===== src/rtl/gpu_cmd_queue.sv =====
// gpu_cmd_queue
//   Buffers draw/clear commands for a framebuffer GPU and issues them one at a
//   time over a parameter bus plus a one-cycle command strobe.
//
//   Ports
//     clk, rstn            clock, asynchronous active-low reset
//     cmd_valid/cmd_ready  command handshake (accept when both high)
//     cmd_clear            command type: 0 = draw, 1 = clear
//     cmd_*                command fields (address, source offsets, image
//                          width, excerpt size, screen position, clear colour)
//     flush                drop every queued command that has not been issued
//     gpu_busy             GPU busy flag
//     ctrl_*               parameter bus to the GPU, held from issue until the
//                          command retires and afterwards until the next issue
//     ctrl_draw/ctrl_clear one-cycle command strobes
//     count                queued entries, including the one being executed
//     idle                 queue empty and no command executing
//     timeout_err          sticky: the GPU never acknowledged a command
module gpu_cmd_queue #(
    parameter int FB_WIDTH     = 400,
    parameter int FB_HEIGHT    = 240,
    parameter int DEPTH        = 4,
    parameter int BUSY_TIMEOUT = 4
) (
    input  logic                          clk,
    input  logic                          rstn,
    input  logic                          cmd_valid,
    output logic                          cmd_ready,
    input  logic                          cmd_clear,
    input  logic [31:0]                   cmd_address,
    input  logic [15:0]                   cmd_address_x,
    input  logic [15:0]                   cmd_address_y,
    input  logic [15:0]                   cmd_image_width,
    input  logic [$clog2(FB_WIDTH)+1:0]   cmd_width,
    input  logic [$clog2(FB_WIDTH)+1:0]   cmd_x,
    input  logic [$clog2(FB_HEIGHT)+1:0]  cmd_height,
    input  logic [$clog2(FB_HEIGHT)+1:0]  cmd_y,
    input  logic [15:0]                   cmd_clear_color,
    input  logic                          flush,
    input  logic                          gpu_busy,
    output logic [31:0]                   ctrl_address,
    output logic [15:0]                   ctrl_address_x,
    output logic [15:0]                   ctrl_address_y,
    output logic [15:0]                   ctrl_image_width,
    output logic [$clog2(FB_WIDTH)+1:0]   ctrl_width,
    output logic [$clog2(FB_WIDTH)+1:0]   ctrl_x,
    output logic [$clog2(FB_HEIGHT)+1:0]  ctrl_height,
    output logic [$clog2(FB_HEIGHT)+1:0]  ctrl_y,
    output logic [15:0]                   ctrl_clear_color,
    output logic                          ctrl_draw,
    output logic                          ctrl_clear,
    output logic [$clog2(DEPTH):0]        count,
    output logic                          idle,
    output logic                          timeout_err
);

    localparam int W  = $clog2(FB_WIDTH) + 2;
    localparam int H  = $clog2(FB_HEIGHT) + 2;
    localparam int PW = $clog2(DEPTH);
    localparam int CW = PW + 1;
    localparam int TW = $clog2(BUSY_TIMEOUT + 1);
    localparam logic [TW-1:0] TLIM = TW'(BUSY_TIMEOUT - 1);

    typedef struct packed {
        logic          clr;
        logic [31:0]   address;
        logic [15:0]   address_x;
        logic [15:0]   address_y;
        logic [15:0]   image_width;
        logic [W-1:0]  width;
        logic [W-1:0]  x;
        logic [H-1:0]  height;
        logic [H-1:0]  y;
        logic [15:0]   clear_color;
    } cmd_t;

    typedef enum logic [2:0] {IDLE, SETUP, PULSE, WAIT_BUSY, WAIT_DONE} state_t;

    cmd_t            mem [DEPTH];
    cmd_t            cmd_in;
    cmd_t            ctrl_q;
    state_t          state;
    logic [PW-1:0]   wr_ptr;
    logic [PW-1:0]   rd_ptr;
    logic [TW-1:0]   tcnt;
    logic            push;
    logic            pop;
    logic            in_flight;

    assign cmd_in = {cmd_clear, cmd_address, cmd_address_x, cmd_address_y,
                     cmd_image_width, cmd_width, cmd_x, cmd_height, cmd_y,
                     cmd_clear_color};

    // Ready depends on count alone, so a retiring entry never frees a slot
    // for a push in the same cycle.
    assign cmd_ready = (count < CW'(DEPTH));
    // A flush wins over a coincident push.
    assign push      = cmd_valid && cmd_ready && !flush;
    // The head stays in the FIFO while it executes and leaves when the GPU
    // drops busy.
    assign pop       = (state == WAIT_DONE) && !gpu_busy;
    assign in_flight = (state != IDLE);
    assign idle      = (count == '0) && (state == IDLE);

    assign ctrl_address     = ctrl_q.address;
    assign ctrl_address_x   = ctrl_q.address_x;
    assign ctrl_address_y   = ctrl_q.address_y;
    assign ctrl_image_width = ctrl_q.image_width;
    assign ctrl_width       = ctrl_q.width;
    assign ctrl_x           = ctrl_q.x;
    assign ctrl_height      = ctrl_q.height;
    assign ctrl_y           = ctrl_q.y;
    assign ctrl_clear_color = ctrl_q.clear_color;

    // Command storage carries data only, so it has no reset.
    always_ff @(posedge clk) begin
        if (push) begin
            mem[wr_ptr] <= cmd_in;
        end
    end

    // FIFO pointers and occupancy.
    always_ff @(posedge clk or negedge rstn) begin
        if (!rstn) begin
            wr_ptr <= '0;
            rd_ptr <= '0;
            count  <= '0;
        end else begin
            if (pop) begin
                rd_ptr <= rd_ptr + PW'(1);
            end
            if (flush) begin
                // Keep only the executing head, if any; it retires normally.
                wr_ptr <= in_flight ? rd_ptr + PW'(1) : rd_ptr;
                count  <= (in_flight && !pop) ? CW'(1) : '0;
            end else begin
                if (push) begin
                    wr_ptr <= wr_ptr + PW'(1);
                end
                case ({push, pop})
                    2'b10:   count <= count + CW'(1);
                    2'b01:   count <= count - CW'(1);
                    default: count <= count;
                endcase
            end
        end
    end

    // Issue sequencer.
    always_ff @(posedge clk or negedge rstn) begin
        if (!rstn) begin
            state       <= IDLE;
            ctrl_q      <= '0;
            ctrl_draw   <= 1'b0;
            ctrl_clear  <= 1'b0;
            tcnt        <= '0;
            timeout_err <= 1'b0;
        end else begin
            case (state)
                IDLE: begin
                    if ((count != '0) && !gpu_busy && !flush) begin
                        ctrl_q <= mem[rd_ptr];
                        state  <= SETUP;
                    end
                end
                SETUP: begin
                    ctrl_draw  <= !ctrl_q.clr;
                    ctrl_clear <= ctrl_q.clr;
                    state      <= PULSE;
                end
                PULSE: begin
                    ctrl_draw  <= 1'b0;
                    ctrl_clear <= 1'b0;
                    // The strobe cycle counts towards the busy timeout.
                    tcnt       <= TW'(1);
                    state      <= WAIT_BUSY;
                end
                WAIT_BUSY: begin
                    if (gpu_busy) begin
                        state <= WAIT_DONE;
                    end else if (tcnt >= TLIM) begin
                        timeout_err <= 1'b1;
                        state       <= WAIT_DONE;
                    end else begin
                        tcnt <= tcnt + TW'(1);
                    end
                end
                WAIT_DONE: begin
                    if (!gpu_busy) begin
                        state <= IDLE;
                    end
                end
                default: state <= IDLE;
            endcase
        end
    end

endmodule


===== config.mk =====
export PLATFORM = sky130hd
export DESIGN_NAME = gpu_cmd_queue
export DESIGN_NICKNAME = d
export VERILOG_FILES = /design/src/rtl/gpu_cmd_queue.sv
export SDC_FILE = /design/constraint.sdc
export NUM_CORES = 1
export LEC_CHECK = 0
export BUFFER_PORTS_ARGS = -buffer_cell sky130_fd_sc_hd__buf_2
export CELL_PAD_IN_SITES_DETAIL_PLACEMENT = 0
export CELL_PAD_IN_SITES_GLOBAL_PLACEMENT = 2
export CORE_MARGIN = 5
export CORE_UTILIZATION = 30
export DETAILED_ROUTE_END_ITERATION = 12
export PLACE_DENSITY = 0.61
export SLEW_MARGIN = 30
export SYNTH_ARGS = -nofsm -noshare
export SYNTH_HDL_FRONTEND = slang
export SYNTH_SLANG_ARGS = --single-unit

===== constraint.sdc =====
create_clock -name clk -period 4.4 [get_ports clk]
set_input_delay 0.88 -clock clk [delete_from_list [all_inputs] [get_ports clk]]
set_output_delay 0.88 -clock clk [all_outputs]
set_load 0.1 [all_outputs]

==> summary.md <==
| Metric | Value |
|---|---|
| Status | complete, no violations |
| CP startpoint kind | register |
| Origin of the critical flop-to-flop path | state[0]$_DFFE_PN0P_ |
| Placed cells | between 2000 and 3000 |
| Total number of yosys warnings | 0 |
| Fin crit share | a little under three quarters |
| Fillers | between 8000 and 9000 |
| #FFs+latches synth | a little over 700 |
| Maximum vdd ir drop | 573 uV |
| PwrDens | between 700 and 800 nW/um^2 |
| CTS root buf | clkbuf_16 |
| DRT iter0 DRCs | 758 |
| Worst Path Arrival | between 2 and 2.5 ns |
| RSZ-0062 raised after global routing | false |
| Via count | ~12000 |
| Post_cts resized | 0 |
| Main synth FF type | edfxtp_1 |
| CTS tree | yes |
| Final Skew | 0.0261 ns |
| Max transition margin | between 40% and 50% |
| R2r worst-path depth | 4 |
| Peak Freq | 0.317 GHz |
| Routed WL | between 50000 and 60000 um |
| All-Layer GR Usage | between 10% and 20% |
| DIE HEIGHT | about 310 um |
| Max Cap Viol | 0 |
| Post-layout min period | approximately 3.2 ns |
| Final net count | between 1500 and 2000 |
| TritonCTS Sinks | 711 |
| Area Overhead vs Synth | 16.8% |
| Reg2Reg Setup Slack | between 1.5 and 2 ns |
| Grt ovf | 0 |
| Die area | ~97000 um^2 |
| Fin. Hold Viols | 0 |
| Avg Cell Area, Syn | about 21 um^2 |
| Reg2reg end | ctrl_address[0]$_DFFE_PN0P_ |
| First-pass DRT Iterations | 5 |
| Die width | approximately 310 um |
| Routed vias/inst | 4.49 |
| Crit-path max FO | 16 |
| Final setup viols | 0 |
| Cell area after layout | 31700 um^2 |
| Hold-fix buffers, CTS | 0 |
| Yosys top cell by area | edfxtp_1 |
| Port Buffer Count | ~290 |
| Critical path class | reg2out |
| Routed wire length per instance | 22.0 um |
| Post-CTS Setup Bufs | 0 |
| Post-route setup TNS | 0 ns |
| Skew-Pair Late Insertion Delay | 0.61 ns |
| Area contributors post-synth | edfxtp_1 (61%), dfrtp_1 (14%), mux4_2 (12%) |
| Post-synth top area share | 61.4% |
| Async S/R FF share, synth | 21.8% |
| Cell variety after synth | 41 |
| EDFF count, synth | ~560 |
| WHS | 0.355 ns |
| Syn nets | approximately 1400 |
| Gpl congestion | 0.731 |
| Std-Cell Rows | 110 |
| Critical Path Sink Type | output port |
| Global-route wire length before repair | ~90000 um |
| Area of the mapped netlist | around 27000 um^2 |
| Initial Utilization | between 30% and 40% |
| Final ANT Viol Nets | 0 |
| Inserted Clock Buffers | 80 |
| CTS H-tree lvls | 3 |
| Measured slew at the worst slew-check pin | about 0.87 ns |
| Slew Limit Fails | 0 |
| CORE AREA | between 90000 and 100000 um^2 |
| Clock transition at path regs | around 0.060 ns |
| Non-filler cells, final | 2715 |
| HPWL after detailed placement | 36000 um |
| Hold WC Path Type | in2async |
| Leak | between 0.01 and 0.015 uW |
| Power after layout | 24800 uW |
| Required time worst endpoint | 3.52 ns |
| Vias in the first global route | between 10000 and 15000 |
| I/O pins | 290 |
| Placed cell areas | 29200 um^2 |
| Share of cells above drive strength 1 | between 40% and 50% |
| Initial antenna violation count | 14 |
| Post-detailed-route DRC marker count | 0 |
| Synthesized instance count | 1265 |
| Register area share after synthesis | between 70% and 80% |
| Largest net degree at the start of global routing | between 80 and 90 |
| CTS max path bufs | 3 |
## registers in the layout, summed over array words and instances (netlist names)
signal and cells:
ctrl_y 10, ctrl_q 1, ctrl_image_width 16, ctrl_clear 1, state 3, count 3, ctrl_height 10, ctrl_draw 1
ctrl_address 32, rd_ptr 2, ctrl_clear_color 16, tcnt 3, ctrl_address_x 16, ctrl_width 11, ctrl_x 11, ctrl_address_y 16
mem 556, wr_ptr 2, timeout_err 1
## critical path, stage by stage, from the launching register on
cell	delay (ns)
dfrtp_1	0.57
or3_1	0.49
nor2_1	0.16
buf_2	0.45
## cell usage after synthesis (3+ instances only)
library cell and count:
a21oi_1 4, and2_1 4, buf_2 29, buf_4 139, clkbuf_1 20, dfrtp_1 155
edfxtp_1 556, ha_1 6, inv_1 8, mux2_2 139, mux2i_1 4, mux4_2 139
nand2_1 7, nand2b_1 5, nand4_1 3, nor2_1 5, nor2b_1 4, o21ai_0 5
xnor2_1 4
## metrics by stage
stage	util, %	setup slack, ns
after global placement	32.4	1.27
after CTS	35.2	1.21
after global routing	35.2	1.13
after floorplan	-	0.652
final	35.3	1.25
after detailed placement	32.4	1.28
## layout make-up
cell class	count	area [um^2]	share of cell area [%]
timing repair buffer	313	1820	5.75
antenna	5	12.5	0.0394
clock inverter	33	334	1.05
multi-input combinational	356	5290	16.7
clock buffer	113	2190	6.89
inverter	8	30.0	0.0946
tap	1176	1470	4.64
sequential	711	20600	64.9
## layout by cell type (no fill, tap or decap), types with 3 or more instances in the layout
master	instances
and2_4	4
clkinv_1	6
clkbuf_8	5
nand4_1	3
nand2_1	7
xnor2_1	4
mux2i_1	4
mux2_2	139
bufinv_16	5
ha_1	6
nor2_1	5
nand2b_1	5
clkinv_2	11
nor2b_1	4
o21ai_0	5
a21oi_1	4
mux4_2	139
buf_2	288
buf_4	9
clkinvlp_4	4
diode_2	5
edfxtp_1	556
inv_6	3
clkbuf_16	81
inv_1	8
clkbuf_1	28
dfrtp_1	153
buf_12	15
## cell families (layout without fill, tap and decap cells)
group	count (synthesis)	in the layout	synth area share (%)
DFF	711	711	75.7
and+or+nand+nor	40	40	0.903
adders and majority gates	7	7	0.350
buffers and inverters	198	467	4.84
xor gates and xnor gates	6	6	0.244
muxes	282	282	17.4
AOI/OAI and AO/OA	21	21	0.507
other	0	5	0
## routing by layer
layer / track usage [%] / vias up / share of wire [%]
met5: 0 / - / 0.15
li1: - / 5317 / -
met2: 20.2 / 278 / 49
met1: 16.4 / 6480 / 43
met4: 3.60 / 14 / 2.0
met3: 3.50 / 102 / 6.4
## report_power, final
part           internal, uW  switching [uW]  total, uW  leakage (uW)
combinational          2390            6740       9130       0.00309
sequential             8530             807       9330       0.00694
clock                  3770            2610       6380       0.00122
## worst max path at each step
stage,from,end,slack [ns],cells past startpoint
finish,state[0]$_DFFE_PN0P_,idle,1.25,3
global route,state[0]$_DFFE_PN0P_,idle,1.13,3
CTS,state[0]$_DFFE_PN0P_,idle,1.21,3
detailed placement,flush,mem[1][85]$_DFFE_PP_,1.28,4
global placement,flush,mem[1][85]$_DFFE_PP_,1.27,4
floorplan,flush,mem[0][0]$_DFFE_PP_,0.65,3
(Power assumes the default switching activity.)
